==> config.mk <==
export PLATFORM = sky130hd
export DESIGN_NAME = reg_access_unit
export DESIGN_NICKNAME = d
export VERILOG_FILES = /design/src/rtl/reg_access_unit.sv
export SDC_FILE = /design/constraint.sdc
export NUM_CORES = 1
export LEC_CHECK = 0
export BUFFER_PORTS_ARGS = -buffer_cell sky130_fd_sc_hd__buf_2
export CAP_MARGIN = 20
export CORE_ASPECT_RATIO = 0.8
export CORE_MARGIN = 2
export CORE_UTILIZATION = 40
export DETAILED_ROUTE_END_ITERATION = 8
export GPL_TIMING_DRIVEN = 1
export PLACE_DENSITY = 0.64
export RECOVER_POWER = 100
export SLEW_MARGIN = 20
export SYNTH_ARGS = -nofsm -noshare
export SYNTH_HDL_FRONTEND = slang
export SYNTH_SLANG_ARGS = --single-unit
==> constraint.sdc <==
create_clock -name clk -period 5.4 [get_ports clk]
set_input_delay 0.54 -clock clk [delete_from_list [all_inputs] [get_ports clk]]
set_output_delay 0.54 -clock clk [all_outputs]
set_load 0.01 [all_outputs]
==> src/rtl/reg_access_unit.sv <==
// reg_access_unit
//   Initiator side of the general-purpose register file. It accepts decoded
//   instructions from the IDU, reads operands through the two regfile read
//   ports, and holds back RAW/WAW hazards with a per-register pending-write
//   scoreboard. A writeback arriving in the same cycle is forwarded into the
//   operand. Operands go to the EXU through a single registered valid/ready
//   slot. WBU writebacks drive the regfile write port and are never stalled.
//
// Ports
//   clk, rst           clock, asynchronous active-high reset
//   dec_*              decode request (valid/ready, rs1/rs2/rd, rd write enable)
//   op_*               operand slot towards EXU (valid/ready, src1/src2, rd, rd_wen)
//   wb_*               writeback from WBU (valid/ready, rd, data)
//   rf_raddr1/2        regfile read indices (follow dec_rs1/dec_rs2)
//   rf_rdata1/2        regfile read data (combinational)
//   rf_waddr/wdata/wen regfile write port (written at rising clk)
//   sb_busy            registered scoreboard pending-write bits
module reg_access_unit #(
  parameter int unsigned DATA_WIDTH = 32,
  parameter int unsigned INDEX_LEN  = 5,
  parameter int unsigned N_REG      = 32
) (
  input  logic                  clk,
  input  logic                  rst,
  input  logic                  dec_valid,
  output logic                  dec_ready,
  input  logic [INDEX_LEN-1:0]  dec_rs1,
  input  logic [INDEX_LEN-1:0]  dec_rs2,
  input  logic [INDEX_LEN-1:0]  dec_rd,
  input  logic                  dec_rd_wen,
  output logic                  op_valid,
  input  logic                  op_ready,
  output logic [DATA_WIDTH-1:0] op_src1,
  output logic [DATA_WIDTH-1:0] op_src2,
  output logic [INDEX_LEN-1:0]  op_rd,
  output logic                  op_rd_wen,
  input  logic                  wb_valid,
  output logic                  wb_ready,
  input  logic [INDEX_LEN-1:0]  wb_rd,
  input  logic [DATA_WIDTH-1:0] wb_data,
  output logic [INDEX_LEN-1:0]  rf_raddr1,
  output logic [INDEX_LEN-1:0]  rf_raddr2,
  input  logic [DATA_WIDTH-1:0] rf_rdata1,
  input  logic [DATA_WIDTH-1:0] rf_rdata2,
  output logic [INDEX_LEN-1:0]  rf_waddr,
  output logic [DATA_WIDTH-1:0] rf_wdata,
  output logic                  rf_wen,
  output logic [N_REG-1:0]      sb_busy
);

  // Registered state
  logic [N_REG-1:0]      busy_q,    busy_d;
  logic                  op_valid_q;
  logic [DATA_WIDTH-1:0] op_src1_q, op_src1_d;
  logic [DATA_WIDTH-1:0] op_src2_q, op_src2_d;
  logic [INDEX_LEN-1:0]  op_rd_q;
  logic                  op_rd_wen_q;

  // Combinational decode-side signals
  logic fwd1, fwd2;
  logic wb_hits_rd;
  logic busy_rs1, busy_rs2, busy_rd;
  logic raw, waw;
  logic slot_free;
  logic dec_fire;
  logic wb_fire;

  // ---------------------------------------------------------------------------
  // Writeback path: straight through to the regfile write port.
  // ---------------------------------------------------------------------------
  assign wb_ready  = !rst;
  assign wb_fire   = wb_valid && wb_ready;
  assign rf_waddr  = wb_rd;
  assign rf_wdata  = wb_data;
  assign rf_wen    = wb_valid && (wb_rd != '0) && !rst;

  // Read indices are the raw decode indices; the regfile answers combinationally.
  assign rf_raddr1 = dec_rs1;
  assign rf_raddr2 = dec_rs2;

  // ---------------------------------------------------------------------------
  // Forwarding, scoreboard lookup and hazard detection
  // ---------------------------------------------------------------------------
  always_comb begin
    fwd1       = wb_valid && (wb_rd == dec_rs1) && (dec_rs1 != '0);
    fwd2       = wb_valid && (wb_rd == dec_rs2) && (dec_rs2 != '0);
    wb_hits_rd = wb_valid && (wb_rd == dec_rd);

    // Index 0 is skipped so x0 never reads as busy, even if N_REG < 2**INDEX_LEN.
    busy_rs1 = 1'b0;
    busy_rs2 = 1'b0;
    busy_rd  = 1'b0;
    for (int unsigned i = 1; i < N_REG; i++) begin
      if (INDEX_LEN'(i) == dec_rs1) busy_rs1 = busy_q[i];
      if (INDEX_LEN'(i) == dec_rs2) busy_rs2 = busy_q[i];
      if (INDEX_LEN'(i) == dec_rd)  busy_rd  = busy_q[i];
    end

    raw = ((dec_rs1 != '0) && busy_rs1 && !fwd1) ||
          ((dec_rs2 != '0) && busy_rs2 && !fwd2);
    waw = dec_rd_wen && (dec_rd != '0) && busy_rd && !wb_hits_rd;
  end

  assign slot_free = !op_valid_q || op_ready;
  assign dec_ready = slot_free && !raw && !waw && !rst;
  assign dec_fire  = dec_valid && dec_ready;

  // Operand selection: x0 reads zero, then same-cycle writeback, then regfile.
  always_comb begin
    op_src1_d = '0;
    op_src2_d = '0;
    if (dec_rs1 != '0) op_src1_d = fwd1 ? wb_data : rf_rdata1;
    if (dec_rs2 != '0) op_src2_d = fwd2 ? wb_data : rf_rdata2;
  end

  // ---------------------------------------------------------------------------
  // Scoreboard next state. The set is applied after the clear so that a new
  // producer claiming a register in the same cycle its old value retires keeps
  // the register marked pending.
  // ---------------------------------------------------------------------------
  always_comb begin
    busy_d = busy_q;
    for (int unsigned i = 1; i < N_REG; i++) begin
      if (wb_fire && (INDEX_LEN'(i) == wb_rd))
        busy_d[i] = 1'b0;
      if (dec_fire && dec_rd_wen && (INDEX_LEN'(i) == dec_rd))
        busy_d[i] = 1'b1;
    end
    busy_d[0] = 1'b0;
  end

  // ---------------------------------------------------------------------------
  // Registered state: scoreboard and the EXU operand slot
  // ---------------------------------------------------------------------------
  always_ff @(posedge clk or posedge rst) begin
    if (rst) begin
      busy_q      <= '0;
      op_valid_q  <= 1'b0;
      op_src1_q   <= '0;
      op_src2_q   <= '0;
      op_rd_q     <= '0;
      op_rd_wen_q <= 1'b0;
    end else begin
      busy_q <= busy_d;
      if (dec_fire) begin
        // Reloading while the EXU takes the old entry keeps the slot full.
        op_valid_q  <= 1'b1;
        op_src1_q   <= op_src1_d;
        op_src2_q   <= op_src2_d;
        op_rd_q     <= dec_rd;
        op_rd_wen_q <= dec_rd_wen;
      end else if (op_ready) begin
        op_valid_q  <= 1'b0;
      end
    end
  end

  assign op_valid  = op_valid_q;
  assign op_src1   = op_src1_q;
  assign op_src2   = op_src2_q;
  assign op_rd     = op_rd_q;
  assign op_rd_wen = op_rd_wen_q;
  assign sb_busy   = busy_q;

endmodule

### After elaboration in Yosys (flattened, before gate mapping)

Cells that the tools add are included.

| word-level totals | value |
|---|---|
| bits in registers | 102 |
| latch bits | 0 |
| RAM bits | 0 |
| ROM bits | 0 |
| input port bits | 122 |
| output and inout port bits | 153 |
| logic and storage cells | 451 |
| memories kept | 0 |

| operators by class | value |
|---|---|
| $add $sub $neg | 0 |
| $mul | 0 |
| divide/modulo/power cells | 0 |
| $lt $le $gt $ge | 0 |
| eq/ne operators | 127 |
| shift-type cells | 0 |
| muxes and demuxes | 161 |
| bitwise operators | 0 |
| reduce and logical (&&, ||, !) cells | 127 |

Operators by type and width:

| kind | number |
|---|---|
| $eq 5x5->1 const A | 64 |
| $eq 4x5->1 const A | 32 |
| $mux 1 | 157 |
| $mux 32 | 4 |
| $logic_and 1x1->1 | 82 |
| $eq 3x5->1 const A | 16 |
| $reduce_bool 2->1 | 32 |
| $eq 2x5->1 const A | 8 |
| $eq 1x5->1 const A | 4 |
| $reduce_bool 5->1 | 4 |
| $eq 5x5->1 | 3 |
| $logic_not 1->1 | 7 |
| $logic_or 1x1->1 | 2 |

### Longest topological paths before layout

| logic depth | value |
|---|---|
| depth after elaboration | 43 |
| depth in mapped cells | 12 |
| gate-level depth less buffers | 8 |

### Least setup slack after synthesis

OpenSTA, ideal clock, no wires.

| timing | value |
|---|---|
| kind | input to register |
| start | input port rst |
| end | register busy_q[5], in the netlist sb_busy[5] |
| setup time | 131 ps |
| arrival | 3687 ps |
| setup slack | 1581 ps |
| stages | 5 |
| cells stage by stage | inv_1 > nand2_1 > or3_1 > o21ai_0 > o31ai_2 |

| between the ends | value |
|---|---|
| cells in the longest elaborated chain, start to end | 6 |
| elaborated cells between the ends (all ways) | 9 |
| those cells by class | mux: 1; reduce/logical: 8 |

Ends and longest elaborated chain:

| item | line | RTL |
|---|---|---|
| start: declaration | 24 | `input logic rst,` |
| $logic_not 1->1 (no line) (*) | - |  |
| $logic_and 1x1->1 | 105 | `assign dec_ready = slot_free && !raw && !waw && !rst;` |
| $logic_and 1x1->1 | 106 | `assign dec_fire = dec_valid && dec_ready;` |
| $logic_and 1x1->1 (2 in series) | 126 | `if (dec_fire && dec_rd_wen && (INDEX_LEN'(i) == dec_rd))` |
| $mux 1 or $reduce_bool 2->1 (tied branches) | - |  |
| end signal: assignment | 144 | `busy_q <= busy_d;` |
| end: declaration | 52 | `logic [N_REG-1:0] busy_q, busy_d;` |

Mark *: on every way between the ends. The rest lies on a longest branch, timed or not.
A chain may end at the register's enable or synchronous reset.

### Worst setup path in the final report

| timing | value |
|---|---|
| start | input port rst |
| end | output port rf_wen |

| between the ends | value |
|---|---|
| cells in the longest elaborated chain, start to end | 2 |

Ends and longest elaborated chain:

| item | line | RTL |
|---|---|---|
| $logic_not 1->1 (no line) | - |  |
| $logic_and 1x1->1 | 75 | `assign rf_wen = wb_valid && (wb_rd != '0) && !rst;` |
| end: declaration | 47 | `output logic rf_wen,` |

Every way passes these cells.

==> reports/metrics.yaml <==
route:
  drcViolationCount: 0
  drt_iter0_drc: 738
  via_per_inst: 5.88
  wire_per_inst_um: 21.3
  dr_total_vias: 6816
  first_pass_iters: 8
  ant_nets: 0
  drt-total-wl_um: 24700
timing:
  post-route-period-util_pct: 76.5
  final_hold_viol_count: 0
  max_slew_margin_pct: -72.7
  setup_viol: 0
  rsz0062_at_grt: "false"
  fin_tns_setup_ns: 0
  tightest_slew_ns: 2.58
  slew_violations: 56
  fin_crit_ns: 4.13
  fmax_mhz: 242
  fin_skew_ns: 0.0124
worst_setup_path:
  worstSetupStartpointType: "input port"
  crit_fanout: 55
  critPathCaptureType: "primary output"
  reg2regPathDepth: 8
  cp.arrival_ns: 3.59
  criticalPathCategory: "in2out"
  cp.required_ns: 4.86
finish:
  post-route-util_pct: 47.4
  stdcell_count: 1159
  syn_to_final_growth_pct: 15.2
  fin_nets: 1051
  diodes: 0
  n_fill_cell: 1801
  design_area_sq_um: 8270
  drive_above_1_share_pct: 21.4
cts:
  clkLatencyLatePin_ns: 0.36
  cts_num_sinks: 102
  cts_buffers: 9
  cts_hold_buf: 0
  htree_levels: 3
  path_clk_slew_ns: 0.07
  cts_resized: 0
  clockBufferDepth: 2
  post_cts_buffers: 0
  clk_root_buffer_cell: "clkbuf_16"
  cts_tree: "yes"
synthesis:
  ys_ff_latch: 102
  netlist_instances: 752
  ys_warn_count: 0
  avgSynthCellArea_sq_um: 9.55
  synthFlopType: "dfrtp_1"
  synth_area_sq_um: 7180
  synthDistinctLibCells: 77
  syn-num-nets: 874
  synth_edf_count: 0
  async_flop_share_pct: 100
  ys_seq_area_share_pct: 35.6
floorplan:
  ios: 275
  initial_core_util_pct: 41.2
  die_h_um: 124
  die_area_sq_um: 19000
  fp.coreArea_sq_um: 17400
  placementRows: 43
  die_w_um: 154
place:
  placedCellCount: 1143
  place_hpwl_um: 17900
  portBuffers: 273
  gp_congestion: 1.04
  placed_cell_area_sq_um: 8210
outcome:
  violations: "capacitance limit, slew limit"
  outcome: "complete, but fails checks"
power:
  total_power_w: 0.00275
  p_leak_nw: 3.24
  powerDensity_nw_per_um2: 333
  ir_drop_uv: 149
worst_hold_path:
  min_path_type: "reg2reg"
  hold_depth: 1
grt:
  grt_pass1_vias: 6197
  grt_start_max_net_pins: 65
  grt_pass1_wl_um: 36900
  grt_usage_pct: 25.2
  overflow: 0
  antenna_found_initial: 0
run:
  drv_cap: 1
## metal layers
metal	part of all wire [%]	up-vias	GRT usage, %
li1	-	3114	-
met1	43	3280	34.6
met2	45	379	38.3
met3	10	43	8.25
met4	2.1	0	7.51
met5	0	-	0
## where the power goes
part / internal, W / total [W] / switching [W]
Sequential: 0.000993 / 0.00118 / 0.000187
Combinational: 0.000366 / 0.000920 / 0.000554
Clock: 0.000326 / 0.000653 / 0.000328
Total: 0.00168 / 0.00275 / 0.00107
## worst max-delay path, stage by stage
cell and delay [ns]:
buf_2 0.14, clkinvlp_2 1.95, o311a_1 0.79, clkbuf_1 0.15
## final cells by class
type                            count  area (sq um)  area share (%)
Timing Repair Buffer              282          1240            15.0
Tap cell                          225           282            3.40
Clock buffer                        9           225            2.72
Clock inverter                      7          65.1           0.787
Sequential cell                   102          2550            30.9
Inverter                           11          42.5           0.514
Multi-Input combinational cell    523          3860            46.7
## placed cells by master, fill, tap and decap left out, types with 3 or more instances in the layout
master / n
clkbuf_1: 152
buf_2: 121
dfrtp_1: 102
o21ai_0: 80
mux2i_1: 77
nor2_1: 48
o31ai_1: 33
mux2_2: 32
o41ai_1: 32
nand2_1: 24
a21oi_1: 18
nand2b_1: 17
nor2b_1: 11
nor3_1: 10
inv_1: 10
nand3b_1: 10
xnor2_1: 9
clkbuf_16: 9
nand3_1: 8
mux2_1: 8
o22ai_1: 7
nor3b_1: 7
buf_4: 7
a211oi_1: 6
xor2_1: 6
nand4_1: 5
o31ai_2: 5
or3_1: 4
or2_2: 3
o211ai_1: 3
a22o_1: 3
nor4_1: 3
a31oi_1: 3
inv_8: 3
## Yosys cell counts, types with 4 or more instances
cell type	number	share of area, %
inv_1	11	0.58
dfrtp_1	102	36
buf_4	50	5.2
nand3b_1	10	1.0
nor2b_1	11	0.96
mux2i_1	77	11
nand3_1	8	0.56
nand4_1	5	0.44
mux2_2	32	5.0
nor3_1	10	0.70
o41ai_1	32	3.9
o22ai_1	7	0.61
nand2_1	24	1.3
buf_2	22	1.5
nand2b_1	17	1.5
buf_6	8	1.3
xnor2_1	9	1.1
o31ai_2	5	0.87
nor2_1	48	2.5
nor3b_1	7	0.73
clkbuf_1	33	1.7
xor2_1	6	0.73
or3_1	4	0.35
a21oi_1	18	1.3
mux2_4	9	1.9
o31ai_1	33	3.5
a211oi_1	6	0.63
o21ai_0	80	5.6
## through the flow
stage,setup WS [ns],hold WS (ns)
5_1_grt,0.786,0.517
6_report,1.27,0.496
3_5_place_dp,1.62,0.491
2_1_floorplan,1.58,0.546
4_1_cts,1.62,0.375
3_3_place_gp,1.56,0.481
## cells by family (layout without fill, tap and decap cells)
family / after synthesis / in the layout / synth area share (%)
AOI/OAI and AO/OA: 220 / 220 / 21.5
xor gates and xnor gates: 15 / 15 / 1.83
other: 1 / 1 / 0.0522
and+or+nand+nor: 168 / 168 / 12.7
buffers and inverters: 127 / 309 / 10.5
muxes: 119 / 119 / 18.0
DFF: 102 / 102 / 35.6
## registers in the layout, indices dropped and copies added (netlist names)
register / count
op_rd: 5
op_rd_wen: 1
op_src1: 32
op_src2: 32
op_valid: 1
sb_busy: 31
## final timing paths
| path | from | endpoint | slack (ns) |
|---|---|---|---|
| max | rst | rf_wen | 1.27 |
| min | op_rd[0]$_DFFE_PP0P_ | op_rd[0]$_DFFE_PP0P_ | 0.50 |
| max reg2reg | sb_busy[27]$_DFFE_PP0P_ | op_src2[21]$_DFFE_PP0P_ | 2.05 |
| min reg2reg | op_rd[0]$_DFFE_PP0P_ | op_rd[0]$_DFFE_PP0P_ | 0.50 |
| max in group asynchronous | rst | op_rd[2]$_DFFE_PP0P_ | 2.27 |
| min in group asynchronous | rst | sb_busy[25]$_DFFE_PP0P_ | 0.95 |
No activity file was read; power rests on OpenSTA's default activity.
